`src/rtl/led_demux_scan.sv`:
```
// led_demux_scan: registered 1-to-N LED demultiplexer with a manual select
// or a prescaled up / down / ping-pong scan.
// Optional blink gating is compiled in with `define LED_DEMUX_BLINK_EN.
module led_demux_scan #(
  parameter int SEL_W = 3,
  parameter int DIV_W = 24
) (
  input  logic                  clk,
  input  logic                  rst,
  input  logic                  data,
  input  logic [SEL_W-1:0]      select,
  input  logic [1:0]            mode,
  input  logic [DIV_W-1:0]      period,
  output logic [2**SEL_W-1:0]   out,
  output logic [SEL_W-1:0]      cur_sel,
  output logic                  step
);

  localparam int N = 2**SEL_W;
  localparam logic [SEL_W-1:0] SEL_MAX  = {SEL_W{1'b1}};
  localparam logic [SEL_W-1:0] SEL_ZERO = '0;
  localparam logic [SEL_W-1:0] SEL_ONE  = SEL_W'(1);
  localparam logic [DIV_W-1:0] CNT_ONE  = DIV_W'(1);

  localparam logic [1:0] M_MANUAL = 2'b00;
  localparam logic [1:0] M_UP     = 2'b01;
  localparam logic [1:0] M_DOWN   = 2'b10;
  localparam logic [1:0] M_PING   = 2'b11;

  logic [DIV_W-1:0] cnt, cnt_eff, cnt_d;
  logic [1:0]       mode_q;
  logic             dir_down, dir_eff, dir_d;
  logic             mode_chg, tick, adv, data_eff;
  logic [SEL_W-1:0] sel_d;
  logic             step_d;
  logic [N-1:0]     out_d;
  logic             phase, phase_d;

`ifdef LED_DEMUX_BLINK_EN
  // Phase toggles per tick; the scan only advances on the lit->dark edge.
  always_comb begin
    phase_d  = tick ? ~phase : phase;
    adv      = tick & phase;
    data_eff = data & phase_d;
  end
`else
  // Without blink every tick advances and data passes straight through.
  always_comb begin
    phase_d  = 1'b0;
    adv      = tick;
    data_eff = data;
  end
`endif

  // Prescaler and select next-state. A mode change behaves as if the
  // counter were already 0 and the direction up in that same cycle, so the
  // new scan starts counting immediately from the kept cur_sel.
  always_comb begin
    mode_chg = (mode != mode_q);
    cnt_eff  = mode_chg ? '0 : cnt;
    dir_eff  = mode_chg ? 1'b0 : dir_down;
    tick     = (mode != M_MANUAL) && (cnt_eff == period);
    // Compare is live: a count already past a lowered period runs on to the
    // natural wrap of the counter without ticking.
    if (mode == M_MANUAL) cnt_d = '0;
    else if (tick)        cnt_d = '0;
    else                  cnt_d = cnt_eff + CNT_ONE;
    dir_d = dir_eff;
    sel_d = cur_sel;
    case (mode)
      M_MANUAL: sel_d = select;
      M_UP:     if (adv) sel_d = cur_sel + SEL_ONE;
      M_DOWN:   if (adv) sel_d = cur_sel - SEL_ONE;
      M_PING: begin
        if (adv) begin
          if (!dir_eff && cur_sel == SEL_MAX) begin
            dir_d = 1'b1;
            sel_d = SEL_MAX - SEL_ONE;
          end else if (dir_eff && cur_sel == SEL_ZERO) begin
            dir_d = 1'b0;
            sel_d = SEL_ONE;
          end else begin
            sel_d = dir_eff ? cur_sel - SEL_ONE : cur_sel + SEL_ONE;
          end
        end
      end
      default: sel_d = cur_sel;
    endcase
    step_d = adv && (sel_d != cur_sel);
  end

  // One-hot-or-zero decode of the next select.
  always_comb begin
    out_d = '0;
    for (int i = 0; i < N; i++)
      out_d[i] = data_eff && (sel_d == SEL_W'(i));
  end

  // State and output registers.
  always_ff @(posedge clk or posedge rst) begin
    if (rst) begin
      cnt      <= '0;
      mode_q   <= M_MANUAL;
      dir_down <= 1'b0;
      phase    <= 1'b0;
      cur_sel  <= '0;
      out      <= '0;
      step     <= 1'b0;
    end else begin
      cnt      <= cnt_d;
      mode_q   <= mode;
      dir_down <= dir_d;
      phase    <= phase_d;
      cur_sel  <= sel_d;
      out      <= out_d;
      step     <= step_d;
    end
  end

endmodule
```
`config.mk`:
```
export PLATFORM = sky130hd
export DESIGN_NAME = led_demux_scan
export DESIGN_NICKNAME = d
export VERILOG_FILES = /design/src/rtl/led_demux_scan.sv
export SDC_FILE = /design/constraint.sdc
export NUM_CORES = 1
export LEC_CHECK = 0
export CAP_MARGIN = 10
export CELL_PAD_IN_SITES_DETAIL_PLACEMENT = 1
export CELL_PAD_IN_SITES_GLOBAL_PLACEMENT = 1
export CORE_ASPECT_RATIO = 1.2
export CORE_UTILIZATION = 44
export CTS_CLUSTER_DIAMETER = 150
export DETAILED_ROUTE_END_ITERATION = 6
export HOLD_SLACK_MARGIN = 0.1
export PLACE_DENSITY_LB_ADDON = 0.1
export SLEW_MARGIN = 20
export SYNTH_ARGS = -nofsm -noshare
export SYNTH_HDL_FRONTEND = slang
export SYNTH_SLANG_ARGS = --single-unit
```
`constraint.sdc`:
```
create_clock -name clk -period 5.4 [get_ports clk]
set_input_delay 0.81 -clock clk [delete_from_list [all_inputs] [get_ports clk]]
set_output_delay 0.81 -clock clk [all_outputs]
set_load 0.1 [all_outputs]
```
Word level (Yosys, flattened, before mapping)

Index checks and enable logic that the tools add are counted.
Widths: inputs -> output; s select.

Add/sub/neg operators: 3
Equal/unequal tests: 14
Mux-type cells: 15
Reduce and logical (&&, ||, !) cells: 17

Operators by type and width:

| cell                  | count |
|---|---|
| $mux 24               | 3 |
| $add 24x1->24 const B | 1 |
| $eq 24x24->1          | 1 |
| $mux 3                | 6 |
| $eq 3x3->1 const B    | 5 |
| $logic_and 1x1->1     | 12 |
| $pmux 3 s4            | 1 |
| $eq 3x2->1 const B    | 2 |
| $logic_not 3->1       | 2 |
| $mux 1                | 5 |
| $eq 2x2->1 const B    | 2 |
| $add 3x1->3 const B   | 1 |
| $eq 3x1->1 const B    | 1 |
| $ne 3x3->1            | 1 |
| $sub 3x1->3 const B   | 1 |
| $eq 2x1->1 const B    | 1 |
| $logic_not 2->1       | 1 |
| $ne 2x2->1            | 1 |
| $reduce_bool 2->1     | 1 |
| $logic_not 1->1       | 1 |

Flip-flop bits (word level): 39
Input port bits: 32
Output and inout bits: 12
Word-level logic and storage cells: 55

Logic depth before layout (Yosys ltp)

Depth in word-level cells: 9
Gate-level depth with buffers: 11
Depth with buffers taken out: 10

Worst setup path before layout

OpenSTA, ideal clock, no wires.

Path type: in2reg
From: input mode[0]
To: register out[5]
Arrival: 3061 ps
Data required time: 5280 ps
Setup slack: 2219 ps
Cell stages on the path: 9
Buffers on the path: 1
Cells stage by stage: buf_4 > xnor2_2 > nand3_1 > a2111o_1 > a221o_1 > nor4_4 > mux2i_1 > o22ai_4 > and4_1

Word-level cells in the longest chain between the ends: 9
Elaborated cells on any way between the ends: 22
Those cells by class: eq/ne (6); mux (9); reduce/logical (7)

Ends and longest elaborated chain:

| what                                            | line | source |
|---|---|---|
| from (decl)                                     | 12   | `input logic [1:0] mode,` |
| branches (longest 6 deep; another with $mux 24) | --   |  |
| $pmux 3 s4 *                                    | 70   | `case (mode)` |
| named net sel_d[0]                              | 34   | `logic [SEL_W-1:0] sel_d;` |
| $eq 3x3->1 *                                    | 96   | `out_d[i] = data_eff && (sel_d == SEL_W'(i));` |
| $logic_and 1x1->1 *                             | 96   |  |
| named net out_d[5]                              | 36   | `logic [N-1:0] out_d;` |
| to (signal assigned)                            | 115  | `out <= out_d;` |
| to (decl)                                       | 14   | `output logic [2**SEL_W-1:0] out,` |

Mark *: on every way through the listed nets, which the timed path passes.

Worst setup path in the final report

From: input mode[1]
To: register out[1]

Word-level cells in the longest chain between the ends: 9
Elaborated cells on any way between the ends: 22
Those cells by class: eq/ne (6); mux (9); reduce/logical (7)

Ends and longest elaborated chain:

| what                                            | line |
|---|---|
| branches (longest 6 deep; another with $mux 24) | -- |
| $pmux 3 s4 *                                    | 70 |
| named net sel_d[2]                              | 34 |
| $eq 3x1->1 *                                    | 96 |
| $logic_and 1x1->1 *                             | 96 |
| named net out_d[1]                              | 36 |

Marks and branches as above.

==> flow_summary.toml <==
[worst_hold_path]
hold_path_depth = 2
holdPathEnd = "cnt[21]"
hold_class = "reg -> reg"
hold_start = "cnt[21]"

[setup_path]
cp.required_ns = 5.59
path_max_fanout = 18
cpMaxStageDelayCell = "nor4_4"
reg2reg_slack_ns = 2.02
critPathMaxStageDelay_ns = 0.64
worst_r2r_startpoint = "mode_q[1]"
path_class = "in -> reg"
startpoint_type = "primary input"
end_kind = "register"
crit_arrival_ns = 4.22
reg2reg_to = "out[1]"
worstRegToRegCells = 8
crit_chain = "clkdlybuf4s50_1 -> buf_4 -> xnor2_2 -> nand2_1 -> o32ai_1 -> nand4_1 -> nor4_4 -> mux2i_1 -> and2_1 -> and4b_1"

[global_routing]
antenna_found_initial = 0
track_usage = 0.258
grt_pass1_vias = 2488
gr-total-overflow = 0
grt_pass1_wl_mm = 12.4
grt_max_degree = 40

[clocking]
clock-sinks = 39
postCtsSetupRepairBufs = 0
cts_resized = 0
h-tree-depth = 2
numCtsBuffers = 5
cts_root_buf = "clkbuf_8"
cts_tree = "built"
clkLatencyLatePin_ns = 0.30
cts_hold_buf = 0
path_clk_slew_ns = 0.08
cts_buffer_depth = 2

[timing]
drv_slew = 0
setup_viol = 0
setup_tns_ns = 0
hold_ws_ns = 0.607
grt_setup_unrepaired = "no"
period_needed_ns = 4.03
fmax_mhz = 248
hold_viol = 0
fin_skew_ns = 0.00922
period_share = 0.746
slew_headroom = 0.331
worstMarginPinSlew_ns = 1.00

[cells_and_area]
synthToLayoutAreaGrowth_pct = 24.3
drive_above_1_share = 0.0945
design_area_um2 = 3270
num_antenna_cells = 0
layout_commonest_cell = "clkdlybuf4s50_1"
final_cell_mix = "43 x clkdlybuf4s50_1, 41 x nor2_1, 39 x dfrtp_1, 24 x nand3_1, 21 x xor2_1"
stdcell_count = 408
fin_nets = 364

[floorplan]
coreArea_um2 = 5710
boundaryPins = 44
die_h_um = 86.6
row_count = 30
initial_core_util = 0.460
die_w_um = 72.5
die_area_um2 = 6280

[power]
p_leak_nw = 1.30
p_int_uw = 557
power_switching_uw = 251
power_frac_seq = 0.386
swShare = 0.310
clkPwrFrac = 0.367
p_per_area_nw_per_um2 = 247
peakVddDrop_mv = 0.190
combPwrFrac = 0.247

[placed_design]
placed_cell_area_um2 = 3130
place_inst = 400
dpl.hpwl_mm = 5.65
gp_congestion = 0.848
port_buffers = 43

[drt]
drtAntennaViolNets = 0
wl_per_cell_um = 18.6
routed_wl_mm = 7.57
post-route-drc-count = 0
drt_first_pass_iters = 4
viasPerCell = 5.78
vias = 2358
drt_iter0_drc = 104

[synthesis]
synth_flop_cell = "dfrtp_1"
ys_types = 58
ys_seq_area_frac = 0.372
syn_avg_cell_area_um2 = 9.28
ys_ff_latch = 39
async_flop_share = 1.00
syn_area_um2 = 2630
syn_nets = 320
yosys_warnings = 0
syn_inst = 283
synth_edf_count = 0

[run]
max_cap_violations = 0

[status]
status = "complete, no violations"
stage by stage:
stage	setup slack, ns	total power, mW	utilization
3_3_place_gp	1.25	0.512	0.548
6_report	1.37	0.808	0.572
3_5_place_dp	1.12	0.517	0.548
5_1_grt	1.09	0.836	0.572
2_1_floorplan	2.22	0.451	-
4_1_cts	1.42	0.811	0.572
area by class of cell:
cell class	instances	area, µm²
clock buffers	5	68.8
clock inverters	3	67.6
fillers	678	2440
inverters	16	60.1
multi-input cells	219	1540
flip-flops and latches	39	976
well taps	80	100
repair buffers	46	453
flip-flops by register name, indices dropped and copies added, names as in the netlist:
signal / count
cur_sel: 3
dir_down: 1
out: 8
step: 1
mode_q: 2
cnt: 24
cell families (layout without fill, tap and decap cells):
logic type      count (synthesis)  count (layout)  synth area share
mux                             5               5            0.0195
buf+inv                        25              70            0.0419
simple gates                  127             127             0.267
compound gates                 47              47             0.143
flops                          39              39             0.372
fa+ha+maj                       5               5            0.0238
xor+xnor                       35              35             0.132
how the worst max path moves through the flow:
| stage | startpoint | to | slack [ns] |
|---|---|---|---|
| after floorplan | mode[0] | out[5] | 2.22 |
| after global placement | mode[1] | out[5] | 1.25 |
| after detailed placement | mode[1] | out[5] | 1.12 |
| after CTS | mode[1] | out[1] | 1.42 |
| after global routing | mode[1] | out[1] | 1.09 |
| final | mode[1] | out[1] | 1.37 |
power by group through the flow:
stage                     clock, mW  sequential (mW)  combinational (mW)
after CTS                     0.299            0.312               0.200
after global placement            0            0.318               0.194
final                         0.296            0.312               0.200
after detailed placement          0            0.318               0.199
after floorplan                   0            0.359              0.0911
after global routing          0.309            0.314               0.213
routing by layer:
layer / vias to the layer above / routed length (µm) / track usage
li1: 1111 / - / -
met1: 1188 / 3180 / 0.296
met2: 46 / 4040 / 0.475
met3: 13 / 206 / 0.0407
met4: 0 / 142 / 0.0963
met5: - / 0 / 0
cell usage after synthesis (all sizes together) (2+ instances only):
cell type,number,area (µm²)
xnor2,12,120
nor2b,5,31.3
a31o,2,17.5
a221o,3,30.0
o22ai,4,38.8
nand4,6,37.5
and4,3,27.5
clkbuf,3,11.3
or2,2,12.5
nor3b,4,40.0
nand2,10,37.5
xor2,23,228
a22oi,3,22.5
mux2i,4,40.0
ha,5,62.6
a21oi,3,26.3
and3b,2,17.5
inv,16,60.1
nor4bb,6,60.1
nand3,24,120
o32ai,7,61.3
a31oi,11,68.8
dfrtp,39,976
o21ai,4,20.0
nor2,42,160
or3,2,13.8
nor3,8,40.0
buf,6,38.8
nor4,3,33.8
and3,5,31.3
worst max-delay path, delay by kind of cell:
kind            cells  cell delay [ns]
compound gates      1             0.21
buf+inv             2             0.62
simple gates        5             1.64
mux                 1             0.32
xor+xnor            1             0.60
(Power assumes the default switching activity.)
